**config.mk**
```make
export PLATFORM = sky130hd
export DESIGN_NAME = pipe_frame_ctrl
export DESIGN_NICKNAME = d
export VERILOG_FILES = /design/src/rtl/pipe_ctrl_pkg.sv /design/src/rtl/pipe_frame_ctrl_beat_counter.sv /design/src/rtl/pipe_frame_ctrl.sv
export SDC_FILE = /design/constraint.sdc
export NUM_CORES = 1
export LEC_CHECK = 0
export CAP_MARGIN = 10
export CORE_MARGIN = 4
export CORE_UTILIZATION = 48
export DETAILED_ROUTE_END_ITERATION = 8
export PLACE_DENSITY = 0.91
export SYNTH_ARGS = -nofsm -noshare
export SYNTH_HDL_FRONTEND = slang
export SYNTH_SLANG_ARGS = --single-unit
```
**constraint.sdc**
```tcl
create_clock -name clk -period 5.5 [get_ports clk]
set_input_delay 1.65 -clock clk [delete_from_list [all_inputs] [get_ports clk]]
set_output_delay 1.65 -clock clk [all_outputs]
set_load 0.05 [all_outputs]
```
**src/rtl/pipe_ctrl_pkg.sv**
```systemverilog
// ---------------------------------------------------------------------------
// pipe_ctrl_pkg
// Shared types and constants for the per-frame pipe sequencer.
//   frame_state_t : frame sequencer states IDLE, FLUSH, RUN, DRAIN, DONE
//   MMIO_W        : width of the latched pipe config bundle (4 x 32b words)
//   CNT_W_DEF     : default width of token counters and config counts
// ---------------------------------------------------------------------------
package pipe_ctrl_pkg;

  typedef enum logic [2:0] {
    IDLE  = 3'd0,
    FLUSH = 3'd1,
    RUN   = 3'd2,
    DRAIN = 3'd3,
    DONE  = 3'd4
  } frame_state_t;

  localparam int MMIO_W    = 128;
  localparam int CNT_W_DEF = 32;

endpackage

```
**src/rtl/pipe_frame_ctrl_beat_counter.sv**
```systemverilog
// ---------------------------------------------------------------------------
// beat_counter
// Counts handshake beats up to a limit and saturates there (never wraps).
// Ports:
//   clk      in   clock
//   reset    in   synchronous active-high reset, clears the count
//   clear    in   synchronous clear (new frame)
//   inc      in   one beat this cycle
//   limit    in   W  beats allowed this frame
//   count    out  W  beats counted so far
//   at_limit out  count has reached limit (combinational from the count)
// ---------------------------------------------------------------------------
module beat_counter
  import pipe_ctrl_pkg::*;
#(
  parameter int W = CNT_W_DEF
) (
  input  logic         clk,
  input  logic         reset,
  input  logic         clear,
  input  logic         inc,
  input  logic [W-1:0] limit,
  output logic [W-1:0] count,
  output logic         at_limit
);

  logic [W-1:0] count_reg;

  always_ff @(posedge clk) begin
    if (reset || clear) begin
      count_reg <= '0;
    end else if (inc && !at_limit) begin
      count_reg <= count_reg + W'(1);
    end
  end

  assign count    = count_reg;
  assign at_limit = (count_reg == limit);

endmodule

```
**src/rtl/pipe_frame_ctrl.sv**
```systemverilog
// ---------------------------------------------------------------------------
// pipe_frame_ctrl
// Per-frame sequencer for the stereo pipeline wrapper. An accepted start
// latches the pipe config words and token counts, holds the pipe in reset for
// RESET_CYCLES, then admits exactly cfg_in_tokens input beats and passes
// output beats until cfg_out_tokens have been delivered. The handshakes are
// gated combinationally, so the block adds no latency.
//
// Optional feature: define PIPE_FRAME_CTRL_TIMEOUT_EN to build a watchdog that
// aborts a frame after TIMEOUT_CYCLES consecutive cycles without any beat in
// RUN/DRAIN (sets sticky err_timeout, still pulses done). Without the macro
// err_timeout is tied low and a frame waits indefinitely.
//
// Ports:
//   clk, reset                  clock, synchronous active-high reset
//   start                       frame start pulse (honoured only in IDLE)
//   cfg_in_tokens/out_tokens    beats per frame, sampled on accepted start
//   mmio_in / mmio_lat          config words in / latched copy for the pipe
//   in_valid/in_ready           upstream handshake (ready gated)
//   pipe_in_valid/ready         handshake into the pipe (valid gated)
//   pipe_out_valid/ready        handshake out of the pipe (ready gated)
//   out_valid/out_ready         downstream handshake (valid gated)
//   pipe_reset                  synchronous reset to the pipe
//   busy, done, err_timeout     status: in frame, end pulse, abort flag
//   in_count, out_count         beats accepted / delivered this frame
// ---------------------------------------------------------------------------
module pipe_frame_ctrl
  import pipe_ctrl_pkg::*;
#(
  parameter int RESET_CYCLES = 4,
  parameter int CNT_W        = CNT_W_DEF
`ifdef PIPE_FRAME_CTRL_TIMEOUT_EN
  ,
  parameter int TIMEOUT_CYCLES = 1048576
`endif
) (
  input  logic              clk,
  input  logic              reset,
  input  logic              start,
  input  logic [CNT_W-1:0]  cfg_in_tokens,
  input  logic [CNT_W-1:0]  cfg_out_tokens,
  input  logic [MMIO_W-1:0] mmio_in,
  output logic [MMIO_W-1:0] mmio_lat,
  input  logic              in_valid,
  output logic              in_ready,
  output logic              pipe_in_valid,
  input  logic              pipe_in_ready,
  input  logic              pipe_out_valid,
  output logic              pipe_out_ready,
  output logic              out_valid,
  input  logic              out_ready,
  output logic              pipe_reset,
  output logic              busy,
  output logic              done,
  output logic              err_timeout,
  output logic [CNT_W-1:0]  in_count,
  output logic [CNT_W-1:0]  out_count
);

  // Flush counter only needs to reach RESET_CYCLES-1.
  localparam int FLUSH_W = (RESET_CYCLES > 1) ? $clog2(RESET_CYCLES) : 1;
  localparam logic [FLUSH_W-1:0] FLUSH_LAST = FLUSH_W'(RESET_CYCLES - 1);

  frame_state_t        state_reg;
  logic [FLUSH_W-1:0]  flush_cnt_reg;
  logic [MMIO_W-1:0]   mmio_lat_reg;
  logic [CNT_W-1:0]    cfg_in_reg;
  logic [CNT_W-1:0]    cfg_out_reg;
  logic                pipe_reset_reg;
  logic                busy_reg;
  logic                done_reg;

  logic accept;
  logic active;
  logic adm;
  logic out_en;
  logic in_beat;
  logic out_beat;
  logic in_at_limit;
  logic out_at_limit;
  logic frame_met;
  logic abort;

  assign accept = (state_reg == IDLE) && start;
  assign active = (state_reg == RUN) || (state_reg == DRAIN);

  // Input is admitted only in RUN; once DRAIN is entered the input count is
  // already at its limit, so the RUN check alone is sufficient.
  assign adm    = (state_reg == RUN) && !in_at_limit;
  assign out_en = active && !out_at_limit;

  assign pipe_in_valid  = in_valid && adm;
  assign in_ready       = pipe_in_ready && adm;
  assign out_valid      = pipe_out_valid && out_en;
  assign pipe_out_ready = out_ready && out_en;

  assign in_beat  = in_valid && pipe_in_ready && adm;
  assign out_beat = pipe_out_valid && out_ready && out_en;

  // Completion looks at the registered counts, so the frame ends the cycle
  // after the last beat (or after one RUN cycle when both counts are zero).
  assign frame_met = in_at_limit && out_at_limit;

  beat_counter #(.W(CNT_W)) u_in_cnt (
    .clk      (clk),
    .reset    (reset),
    .clear    (accept),
    .inc      (in_beat),
    .limit    (cfg_in_reg),
    .count    (in_count),
    .at_limit (in_at_limit)
  );

  beat_counter #(.W(CNT_W)) u_out_cnt (
    .clk      (clk),
    .reset    (reset),
    .clear    (accept),
    .inc      (out_beat),
    .limit    (cfg_out_reg),
    .count    (out_count),
    .at_limit (out_at_limit)
  );

`ifdef PIPE_FRAME_CTRL_TIMEOUT_EN
  localparam int WD_W = $clog2(TIMEOUT_CYCLES + 1);
  localparam logic [WD_W-1:0] WD_LAST = WD_W'(TIMEOUT_CYCLES - 1);

  logic [WD_W-1:0] wd_reg;
  logic            err_reg;

  // Counts consecutive beat-free cycles while the frame is live.
  always_ff @(posedge clk) begin
    if (reset || !active || in_beat || out_beat) begin
      wd_reg <= '0;
    end else begin
      wd_reg <= wd_reg + WD_W'(1);
    end
  end

  // A normal completion in the same cycle wins over the watchdog.
  assign abort = active && !in_beat && !out_beat && (wd_reg == WD_LAST) && !frame_met;

  always_ff @(posedge clk) begin
    if (reset || accept) begin
      err_reg <= 1'b0;
    end else if (abort) begin
      err_reg <= 1'b1;
    end
  end

  assign err_timeout = err_reg;
`else
  assign abort       = 1'b0;
  assign err_timeout = 1'b0;
`endif

  // Frame sequencer; status outputs are written together with the state.
  always_ff @(posedge clk) begin
    if (reset) begin
      state_reg      <= IDLE;
      flush_cnt_reg  <= '0;
      mmio_lat_reg   <= '0;
      cfg_in_reg     <= '0;
      cfg_out_reg    <= '0;
      pipe_reset_reg <= 1'b1;
      busy_reg       <= 1'b0;
      done_reg       <= 1'b0;
    end else begin
      done_reg <= 1'b0;
      case (state_reg)
        IDLE: begin
          if (start) begin
            state_reg     <= FLUSH;
            flush_cnt_reg <= '0;
            mmio_lat_reg  <= mmio_in;
            cfg_in_reg    <= cfg_in_tokens;
            cfg_out_reg   <= cfg_out_tokens;
            busy_reg      <= 1'b1;
          end
        end
        FLUSH: begin
          if (flush_cnt_reg == FLUSH_LAST) begin
            state_reg      <= RUN;
            pipe_reset_reg <= 1'b0;
          end else begin
            flush_cnt_reg <= flush_cnt_reg + FLUSH_W'(1);
          end
        end
        RUN, DRAIN: begin
          if (frame_met || abort) begin
            state_reg      <= DONE;
            pipe_reset_reg <= 1'b1;
            busy_reg       <= 1'b0;
            done_reg       <= 1'b1;
          end else if (in_at_limit) begin
            state_reg <= DRAIN;
          end
        end
        DONE: begin
          state_reg <= IDLE;
        end
        default: begin
          state_reg      <= IDLE;
          pipe_reset_reg <= 1'b1;
          busy_reg       <= 1'b0;
        end
      endcase
    end
  end

  assign mmio_lat   = mmio_lat_reg;
  assign pipe_reset = pipe_reset_reg;
  assign busy       = busy_reg;
  assign done       = done_reg;

endmodule

```
==> After elaboration in Yosys (flattened, before gate mapping) <==
Cells that the tools add are included.
{ "totals": {"in_bits": 199, "regBits": 264} }
{ "classes": {"n_addsub": 3, "n_eq_ne": 12, "muxes": 15, "bitwise": 3, "reduce_logical": 29} }
{ "op_table": {"columns": ["operator", "count"], "rows": [
  ["adder 32 x 1 -> 32 bit, second input constant", 2],
  ["equality test 32 bit", 2],
  ["logical AND 1 bit", 14],
  ["two-way mux 3 bit", 4],
  ["AND reduction 3 bit", 4],
  ["one-hot mux 3 bit (3 select lines)", 1],
  ["!= test 2 bit, second input constant", 4],
  ["OR reduction 2 bit", 4],
  ["equality test 3 x 2 -> 1 bit, second input constant", 2],
  ["one-hot mux 1 bit (3 select lines)", 2],
  ["two-way mux 1 bit", 5],
  ["two-way mux 2 bit", 2],
  ["one-hot mux 2 bit (2 select lines)", 1],
  ["equality test 3 x 1 -> 1 bit, second input constant", 1],
  ["equality test 3 bit, second input constant", 1],
  ["logical NOT 3 bit", 1],
  ["!= test 3 bit, second input constant", 1],
  ["NOT 1 bit", 3],
  ["adder 2 x 1 -> 2 bit, second input constant", 1],
  ["equality test 2 bit, second input constant", 1],
  ["logical NOT 1 bit", 2],
  ["logical OR 1 bit", 2],
  ["AND reduction 2 bit", 1],
  ["nonzero test 2 bit", 1]
]} }

==> Longest topological paths before layout <==
Gate-level depths: netlist of the first run.
{ "depth": {"ltp_word": 5, "ltp_mapped": 9, "ltp_nobuf": 6} }

==> Cells and area by module <==
A second synthesis of the first run with hierarchy kept.
{ "hier_totals": {"hier_cells": 1362, "hier_area_um2": 11192.0} }
{ "modules_own_cells": {"columns": ["mod", "area_each_um2", "seq_area_each_um2", "cells_per_inst", "instances"], "rows": [
  ["pipe_frame_ctrl", 7060.5, 4003.8, 880, 1],
  ["beat_counter", 2065.7, 640.6, 241, 2]
]} }

==> Worst setup path after synthesis of the first run <==
Ideal clock, no wire load.
{ "synth_path": {"path_kind": "input -> output", "start": "input pipe_in_ready", "end": "output in_ready", "t_arrival_ps": 2796, "path_stages": 1, "path_slack_ps": 1054, "path_cell_list": "nor3b_1"} }
{ "synth_between": {"elab_chain_len": 1} }
{ "synth_lines": {"columns": ["item", "line", "rtl"], "rows": [
  ["from (decl)", "pipe_frame_ctrl.sv:47", "input logic pipe_in_ready,"],
  ["logical AND 1 bit", "pipe_frame_ctrl.sv:93", "assign in_ready = pipe_in_ready && adm;"],
  ["to (decl)", "pipe_frame_ctrl.sv:45", "output logic in_ready,"]
]} }
No other way between the ends.

==> Worst setup path in the final report of the first run <==
{ "layout_path": {"start": "input in_valid", "end": "output pipe_in_valid"} }
{ "layout_between": {"elab_chain_len": 1} }
{ "layout_lines": {"columns": ["item", "line", "rtl"], "rows": [
  ["from (decl)", "pipe_frame_ctrl.sv:44", "input logic in_valid,"],
  ["logical AND 1 bit", "pipe_frame_ctrl.sv:92", "assign pipe_in_valid = in_valid && adm;"],
  ["to (decl)", "pipe_frame_ctrl.sv:46", "output logic pipe_in_valid,"]
]} }
No other way between the ends.

==> impl_metrics.env, run 1 <==
export IMPL_final_cell_mix="418 x nand2_1, 396 x clkdlybuf4s50_1, 264 x dfxtp_1"
export IMPL_initial_core_util=0.494
export IMPL_core_area_um2=22100
export IMPL_hp_start="mmio_lat[78]"
export IMPL_max_stage_delay_ps=830
export IMPL_setup_tns_ps=0
export IMPL_drive_above_1_share=0.0462
export IMPL_path_clk_slew_ps=60
export IMPL_worstPathArrival_ps=3220
export IMPL_ctsResizeCount=0
export IMPL_overflow=0
export IMPL_postSynthNetCount=1569
export IMPL_yosysUniqueCellTypes=64
export IMPL_fillers=1568
export IMPL_grt_pass1_vias=11000
export IMPL_fp_dieH_um=159
export IMPL_whs_endpoint="mmio_lat[78]"
export IMPL_worst_path_buf_inv=2
export IMPL_grt_pass1_wl_mm=58.6
export IMPL_hold_buffers=0
export IMPL_viasPerCell=5.56
export IMPL_hold_class="reg2reg"
export IMPL_ant_nets=0
export IMPL_hold_violations=0
export IMPL_cts_tree="done"
export IMPL_power_leakage_nw=5.78
export IMPL_maxSlewHeadroom=0.222
export IMPL_ys_seq_area_frac=0.485
export IMPL_place_area_um2=15000
export IMPL_ys_ff_latch=264
export IMPL_slew_viol_final=0
export IMPL_grt_max_degree=197
export IMPL_cap_violations=0
export IMPL_worstMarginPinSlew_ps=1170
export IMPL_layout_cells_most_common="nand2_1"
export IMPL_dieArea_um2=25200
export IMPL_r2r_cells=5
export IMPL_io_buffers=397
export IMPL_fp_row_count=54
export IMPL_path_delay_family="buffers and inverters"
export IMPL_p_per_area_nw_per_um2=307
export IMPL_root_buffer="clkbuf_16"
export IMPL_drt_first_pass_iters=5
export IMPL_clockBufferDepth=3
export IMPL_num_io_pins=399
export IMPL_worstPathCellList="clkdlybuf4s50_1 -> nor3b_1 -> clkdlybuf4s50_1"
export IMPL_clock_sinks=264
export IMPL_die_w_um=159
export IMPL_peakVddDrop_mv=0.258
export IMPL_rsz0062_at_grt="no"
export IMPL_wirelength_mm=37.9
export IMPL_fin_crit_ps=4870
export IMPL_cp_common_cell="clkdlybuf4s50_1"
export IMPL_path_class="in2out"
export IMPL_power_total_mw=4.89
export IMPL_gp_routability_congestion=0.885
export IMPL_largest_register_ffs=128
export IMPL_fmax_mhz=205
export IMPL_areaGrowthSynthToFinish_pct=46.0
export IMPL_post_cts_buffers=0
export IMPL_fin_crit_sh=0.885
export IMPL_ys_async_sr_fraction=0
export IMPL_finClkSkew_ps=15.1
export IMPL_numCtsBuffers=29
export IMPL_grt_usage=0.281
export IMPL_synth_edf_count=0
export IMPL_critPathMaxFanout=2
export IMPL_drc=0
export IMPL_worst_ep_required_time_ps=3850
export IMPL_wl_per_cell_um=18.8
export IMPL_via_count=11200
export IMPL_synth_ff_type="dfxtp_1"
export IMPL_antenna_found_initial=2
export IMPL_critPathCaptureType="output pin"
export IMPL_setup_viol=0
export IMPL_syn_area_um2=10900
export IMPL_synth_yosys_warnings=0
export IMPL_r2r_slack_ps=2550
export IMPL_r2r_start="state_reg[1]"
export IMPL_final_area_um2=15900
export IMPL_drtIter0Drc=820
export IMPL_hold_worst_slack_ps=452
export IMPL_fin_nets=1915
export IMPL_cts_max_level=1
export IMPL_status="completed"
export IMPL_start_kind="primary input"
export IMPL_synthCells=1367
export IMPL_cp_slowest_cell="clkdlybuf4s50_1"
export IMPL_clk_latency_ps=540
export IMPL_r2r_end="u_out_cnt.count[12]"
export IMPL_syn_area_per_cell_um2=7.98
export IMPL_place_hpwl_mm=26.4
export IMPL_worstHoldPathCells=2
[routing by layer]
| layer | vias up | wire [um] | global-route usage | part of all wire |
|---|---|---|---|---|
| li1 | 5319 | - | - | - |
| met1 | 5231 | 13500 | 0.316 | 0.36 |
| met3 | 125 | 3470 | 0.0801 | 0.092 |
| met4 | 0 | 2200 | 0.146 | 0.058 |
| met5 | - | 0 | 0 | 0 |
| met2 | 533 | 18700 | 0.485 | 0.49 |
[synthesized netlist by cell type, types with 2 or more instances]
cell type  number  area (um^2)
mux2i_1         2         20.0
o21ai_0        22          110
nor2_1         31          116
o211ai_1        4         30.0
buf_2           8         40.0
or3_2           3         22.5
buf_6           2         22.5
xnor2_1        39          342
nor3b_1         3         22.5
and3_1          6         37.5
a41o_1          3         30.0
ha_1            3         37.5
and4b_1         2         20.0
and4_1          3         26.3
or4_1          11         82.6
o31ai_1         8         60.1
nand2_1       418         1570
dfxtp_1       264         5290
a2111oi_0       3         26.3
nor4_2          4         50.1
o31a_1          3         26.3
o21a_1          7         52.6
xor2_1         32          280
a21o_1          6         45.0
nand3b_1        2         15.0
nand4_1        24          150
nor3_1          5         25.0
or3_1          21          131
a211oi_1        4         30.0
and2_1          5         31.3
o2111ai_1       2         17.5
a31oi_1         3         18.8
a31o_2          5         43.8
buf_4           2         15.0
nand3_1        24          120
inv_1          23         86.3
nor4_1         17          106
clkbuf_1       80          300
a21oi_1       237         1190
nand4_4         2         42.5
[power by group]
part	internal [mW]	leakage [nW]	switching, mW
logic	0.339	3.16	0.545
clock network	1.16	0.467	0.771
registers	2.01	2.15	0.0628
[how the worst max path moves through the flow]
stage | to | depth (start not counted) | from | slack [ps]
2_1_floorplan | in_ready | 1 | pipe_in_ready | 1050
3_3_place_gp | pipe_in_valid | 3 | in_valid | 670
3_5_place_dp | pipe_in_valid | 3 | in_valid | 640
4_1_cts | pipe_in_valid | 3 | in_valid | 630
5_1_grt | pipe_out_ready | 7 | u_out_cnt.count[14] | 500
6_report | pipe_in_valid | 3 | in_valid | 630
[metrics by stage]
| stage | setup slack [ps] | instances | utilization |
|---|---|---|---|
| detailed placement | 645 | 1961 | 0.677 |
| global placement | 666 | 1961 | 0.677 |
| CTS | 635 | 2012 | 0.720 |
| floorplan | 1050 | 1367 | - |
| global route | 500 | 2015 | 0.721 |
| finish | 630 | 2015 | 0.721 |
[cells by family (layout without fill, tap and decap cells)]
kind of cell    count (synthesis)  in the layout  share of synthesized area
xor+xnor                       71             71                     0.0570
buf+inv                       116            482                     0.0429
mux                             3              3                    0.00287
other cells                     1              3                   0.000344
flops                         264            264                      0.485
simple gates                  593            593                      0.248
fa+ha+maj                       3              3                    0.00344
compound gates                316            316                      0.161
[final cells by class]
type | instances | area [um^2] | share of cell area
Clock inverter | 7 | 87.6 | 0.00550
Clock buffer | 44 | 862 | 0.0541
Tap cell | 280 | 350 | 0.0220
Antenna cell | 2 | 5.00 | 0.000314
Sequential cell | 264 | 5290 | 0.332
Multi-Input combinational cell | 987 | 5160 | 0.324
Inverter | 23 | 86.3 | 0.00542
Timing Repair Buffer | 408 | 4080 | 0.256
[tightest hold or removal path, cell delays in order, from the launching register on]
cell and delay (ps):
dfxtp_1 300, nand2_1 50, a21oi_1 50
Note: power is estimated with default switching activity, not from simulation.
==> inputs of run 2 (changes only) <==
CORE_UTILIZATION = 45   (was 48)
PLACE_DENSITY = 0.87   (was 0.91)
clock period = 5.2 ns   (was 5.5 ns; I/O delays follow)
==> run 2 against run 1 <==
  * Utilization is 4.7 points lower
  * Non-clock buffer count stayed put
  * Cell count is 1.8% higher
  * Total power is 4.0% higher
  * Critical endpoint is now out_valid
==> impl_metrics.env, run 2 (synthesis results as in run 1) <==
export IMPL_status="completed"
export IMPL_drt_first_pass_iters=6
export IMPL_fin_ws_ps=415
export IMPL_ctsResizeCount=0
export IMPL_drc=0
export IMPL_die_w_um=164
export IMPL_path_clk_slew_ps=60
export IMPL_areaGrowthSynthToFinish_pct=46.2
export IMPL_fin_crit_ps=4790
export IMPL_fmax_mhz=209
export IMPL_hold_violations=0
export IMPL_clk_latency_ps=540
export IMPL_core_area_um2=23700
export IMPL_hold_buffers=0
export IMPL_numCtsBuffers=28
export IMPL_root_buffer="clkbuf_16"
export IMPL_maxSlewHeadroom=0.206
export IMPL_rsz0062_at_grt="no"
export IMPL_power_leakage_nw=5.77
export IMPL_initial_core_util=0.460
export IMPL_setup_viol=0
export IMPL_final_cell_mix="418 x nand2_1, 396 x clkdlybuf4s50_1, 264 x dfxtp_1"
export IMPL_fp_dieH_um=164
export IMPL_clock_sinks=264
export IMPL_dieArea_um2=26800
export IMPL_grt_pass1_vias=10300
export IMPL_cts_tree="done"
export IMPL_fillers=1889
export IMPL_slew_viol_final=0
export IMPL_worst_ep_required_time_ps=3640
export IMPL_r2r_cells=6
export IMPL_critPathCaptureType="output pin"
export IMPL_fin_crit_sh=0.920
export IMPL_worstMarginPinSlew_ps=1190
export IMPL_via_count=11000
export IMPL_cap_violations=0
export IMPL_setup_tns_ps=0
export IMPL_place_hpwl_mm=26.2
export IMPL_grt_max_degree=197
export IMPL_p_per_area_nw_per_um2=319
export IMPL_drtIter0Drc=928
export IMPL_wl_per_cell_um=17.9
export IMPL_antenna_found_initial=2
export IMPL_largest_register_ffs=128
export IMPL_critPathMaxFanout=10
export IMPL_peakVddDrop_mv=0.362
export IMPL_worstHoldPathCells=2
export IMPL_pre_cts_ws_ps=505
export IMPL_viasPerCell=5.35
export IMPL_io_buffers=397
export IMPL_post_cts_buffers=0
export IMPL_fin_nets=1914
export IMPL_worstPathArrival_ps=3230
export IMPL_drive_above_1_share=0.0456
export IMPL_num_io_pins=399
export IMPL_ant_nets=0
export IMPL_hold_class="reg2reg"
export IMPL_grt_usage=0.257
export IMPL_gp_routability_congestion=0.865
export IMPL_wirelength_mm=36.7
export IMPL_cts_max_level=1
export IMPL_overflow=0
export IMPL_finClkSkew_ps=15.2
export IMPL_fp_row_count=56
export IMPL_clockBufferDepth=3
export IMPL_path_class="reg2out"
export IMPL_grt_pass1_wl_mm=55.4
export IMPL_layout_cells_most_common="nand2_1"
export IMPL_start_kind="register"
## run 2: changes by cell type in the layout (fill, tap and decap cells not counted)
cell,delta
clkbuf_8,+4
clkinvlp_4,-1
bufinv_16,-2
clkbuf_1,-1
clkinv_2,-2
## run 2: cell type report
class | instances | area [um^2] | area share
Tap cell | 319 | 399 | 0.0250
Clock buffer | 47 | 913 | 0.0573
Antenna cell | 2 | 5.00 | 0.000314
Timing Repair Buffer | 408 | 4080 | 0.256
Multi-Input combinational cell | 987 | 5160 | 0.324
Sequential cell | 264 | 5290 | 0.331
Clock inverter | 2 | 10.0 | 0.000628
Inverter | 23 | 86.3 | 0.00541
## run 2: where the power goes
part	total (mW)	leakage, nW	switching, mW	internal [mW]
Clock	1.97	0.459	0.787	1.18
Combinational	0.929	3.16	0.570	0.359
Sequential	2.19	2.15	0.0660	2.13
Total	5.09	5.77	1.42	3.67
## run 2: worst max-delay path, cell delays in order (launching register included)
cell             delay, ps
dfxtp_1                470
xnor2_1                160
nand4_1                190
nor4_2                 320
buf_4                  210
and2_0                 510
nor2_1                 110
clkdlybuf4s50_1        720
## run 2: worst paths after layout
| path | startpoint | endpoint | slack (ps) |
|---|---|---|---|
| worst max register to register | u_out_cnt.count[13] | u_out_cnt.count[31] | 2590 |
| worst min register to register | mmio_lat[3] | mmio_lat[3] | 450 |
| worst min-delay path | mmio_lat[3] | mmio_lat[3] | 450 |
| worst max-delay path | u_out_cnt.count[14] | out_valid | 410 |
## run 2: stage by stage
| step | util | total power [mW] | area [um^2] | hold WS (ps) | cells |
|---|---|---|---|---|---|
| floorplan | - | 2.77 | 10900 | 444 | 1367 |
| detailed placement | 0.634 | 3.16 | 15000 | 445 | 2000 |
| global placement | 0.634 | 3.15 | 15000 | 441 | 2000 |
| CTS | 0.673 | 5.13 | 15900 | 453 | 2049 |
| global route | 0.673 | 5.26 | 15900 | 471 | 2052 |
| finish | 0.673 | 5.09 | 15900 | 451 | 2052 |
## run 2: routing by layer
metal	wire (um)	GRT usage	vias to the layer above	share of wire
met5	0	0	-	0
met1	13600	0.303	5102	0.37
li1	-	-	5319	-
met4	1710	0.109	0	0.047
met3	3170	0.0674	97	0.086
met2	18200	0.443	468	0.50
==> inputs of run 3 (changes only) <==
CORE_ASPECT_RATIO = 1.2   (was default)
==> run 3 against run 2 <==
  * Global-route usage up 0.054 points
  * Largest cell class unchanged
  * Largest power group unchanged
  * Critical path type unchanged
  * Highest routed layer is now met5
  * Fmax up 1.1%
  * Total power up 1.5%
  * Non-clock buffer count up 2
==> impl_metrics.env, run 3 (synthesis results as in run 1) <==
export IMPL_core_area_um2=23900
export IMPL_start_kind="register"
export IMPL_overflow=0
export IMPL_maxSlewHeadroom=0.174
export IMPL_grt_pass1_wl_mm=56.0
export IMPL_io_buffers=397
export IMPL_ant_nets=0
export IMPL_hold_buffers=0
export IMPL_post_cts_buffers=0
export IMPL_antenna_found_initial=1
export IMPL_cp_slowest_cell="clkdlybuf4s50_1"
export IMPL_hold_violations=0
export IMPL_worstPathArrival_ps=3170
export IMPL_power_leakage_nw=5.79
export IMPL_initial_core_util=0.456
export IMPL_dieArea_um2=26800
export IMPL_worst_ep_required_time_ps=3640
export IMPL_fmax_mhz=211
export IMPL_critical_path_depth=7
export IMPL_wirelength_mm=36.7
export IMPL_path_clk_slew_ps=60
export IMPL_areaGrowthSynthToFinish_pct=46.4
export IMPL_r2r_slack_ps=2200
export IMPL_r2r_cells=6
export IMPL_finClkSkew_ps=14.3
export IMPL_worstMarginPinSlew_ps=1240
export IMPL_drc=0
export IMPL_hold_class="reg2reg"
export IMPL_antenna_cells=0
export IMPL_fin_crit_sh=0.910
export IMPL_cts_tree="done"
export IMPL_wl_per_cell_um=17.9
export IMPL_status="completed"
export IMPL_largest_register_ffs=128
export IMPL_p_per_area_nw_per_um2=324
export IMPL_clock_sinks=264
export IMPL_root_buffer="clkbuf_16"
export IMPL_max_stage_delay_ps=740
export IMPL_drt_first_pass_iters=5
export IMPL_via_count=11000
export IMPL_critPathCaptureType="output pin"
export IMPL_cap_violations=0
export IMPL_setup_tns_ps=0
export IMPL_ctsResizeCount=0
export IMPL_fp_row_count=62
export IMPL_grt_pass1_vias=10800
export IMPL_num_io_pins=399
export IMPL_fin_nets=1915
export IMPL_final_util=0.668
export IMPL_clockBufferDepth=3
export IMPL_viasPerCell=5.38
export IMPL_rsz0062_at_grt="no"
export IMPL_drive_above_1_share=0.0473
export IMPL_path_delay_family="simple AND/OR/NAND/NOR gates"
export IMPL_worst_path_buf_inv=2
export IMPL_final_cell_mix="418 x nand2_1, 396 x clkdlybuf4s50_1, 264 x dfxtp_1"
export IMPL_grt_usage=0.258
export IMPL_numCtsBuffers=27
export IMPL_grt_max_degree=198
export IMPL_drtIter0Drc=610
export IMPL_die_w_um=150
export IMPL_worstHoldPathCells=2
export IMPL_worstPathCellList="xnor2_1 -> nand4_1 -> nor4_2 -> buf_4 -> and2_0 -> nor2_1 -> clkdlybuf4s50_1"
export IMPL_fillers=1880
export IMPL_fin_crit_ps=4730
export IMPL_setup_viol=0
export IMPL_clk_latency_ps=530
export IMPL_path_class="reg2out"
export IMPL_gp_routability_congestion=0.860
export IMPL_fp_dieH_um=179
export IMPL_cts_max_level=1
export IMPL_peakVddDrop_mv=0.287
export IMPL_layout_cells_most_common="nand2_1"
export IMPL_slew_viol_final=0
export IMPL_critPathMaxFanout=10
export IMPL_place_hpwl_mm=25.9
run 3: cell count changes in the layout (fill, tap and decap cells not counted), moves of 3 or more:
| cell | before | now |
|---|---|---|
| buf_4 | 8 | 11 |
| bufinv_16 | 0 | 4 |
| clkbuf_8 | 12 | 6 |
| clkinv_2 | 2 | 6 |
run 3: routing by layer:
| layer | track usage | wire length, um |
|---|---|---|
| met5 | 0 | 20 |
| met4 | 0.103 | 1460 |
| met3 | 0.0793 | 3330 |
| met2 | 0.460 | 18400 |
| met1 | 0.284 | 13400 |
run 3: metrics by stage:
step           area [um^2]  hold slack (ps)  total power [mW]  setup slack, ps  cells
3_5_place_dp         15000              446              3.16              485   2004
4_1_cts              16000              454              5.21              446   2052
5_1_grt              16000              466              5.36              297   2052
3_3_place_gp         15000              440              3.14              524   2004
2_1_floorplan        10900              444              2.77              934   1367
6_report             16000              452              5.17              468   2052
run 3: power breakdown:
group          total [mW]  internal, mW  leakage, nW  switching [mW]
Clock                2.04          1.24        0.467           0.807
Sequential           2.19          2.13         2.15          0.0674
Combinational       0.931         0.361         3.17           0.569
Total                5.17          3.72         5.79            1.44
run 3: worst paths after layout:
check	from	end
worst max-delay path	u_out_cnt.count[14]	out_valid
worst min-delay path	mmio_lat[10]	mmio_lat[10]
worst max register to register	u_in_cnt.count[18]	u_in_cnt.count[27]
worst min register to register	mmio_lat[10]	mmio_lat[10]
run 3: layout make-up:
| type | instances | area [um^2] | share of cell area |
|---|---|---|---|
| tap | 320 | 400 | 0.0251 |
| inverter | 23 | 86.3 | 0.00541 |
| multi-input combinational | 987 | 5160 | 0.323 |
| sequential | 264 | 5290 | 0.331 |
| timing repair buffer | 410 | 4100 | 0.257 |
| clock inverter | 11 | 161 | 0.0101 |
| clock buffer | 37 | 773 | 0.0484 |
run 3: tightest hold or removal path, cell delays in order, from the launching register on:
cell	delay (ps)
dfxtp_1	310
nand2_1	50
a21oi_1	50
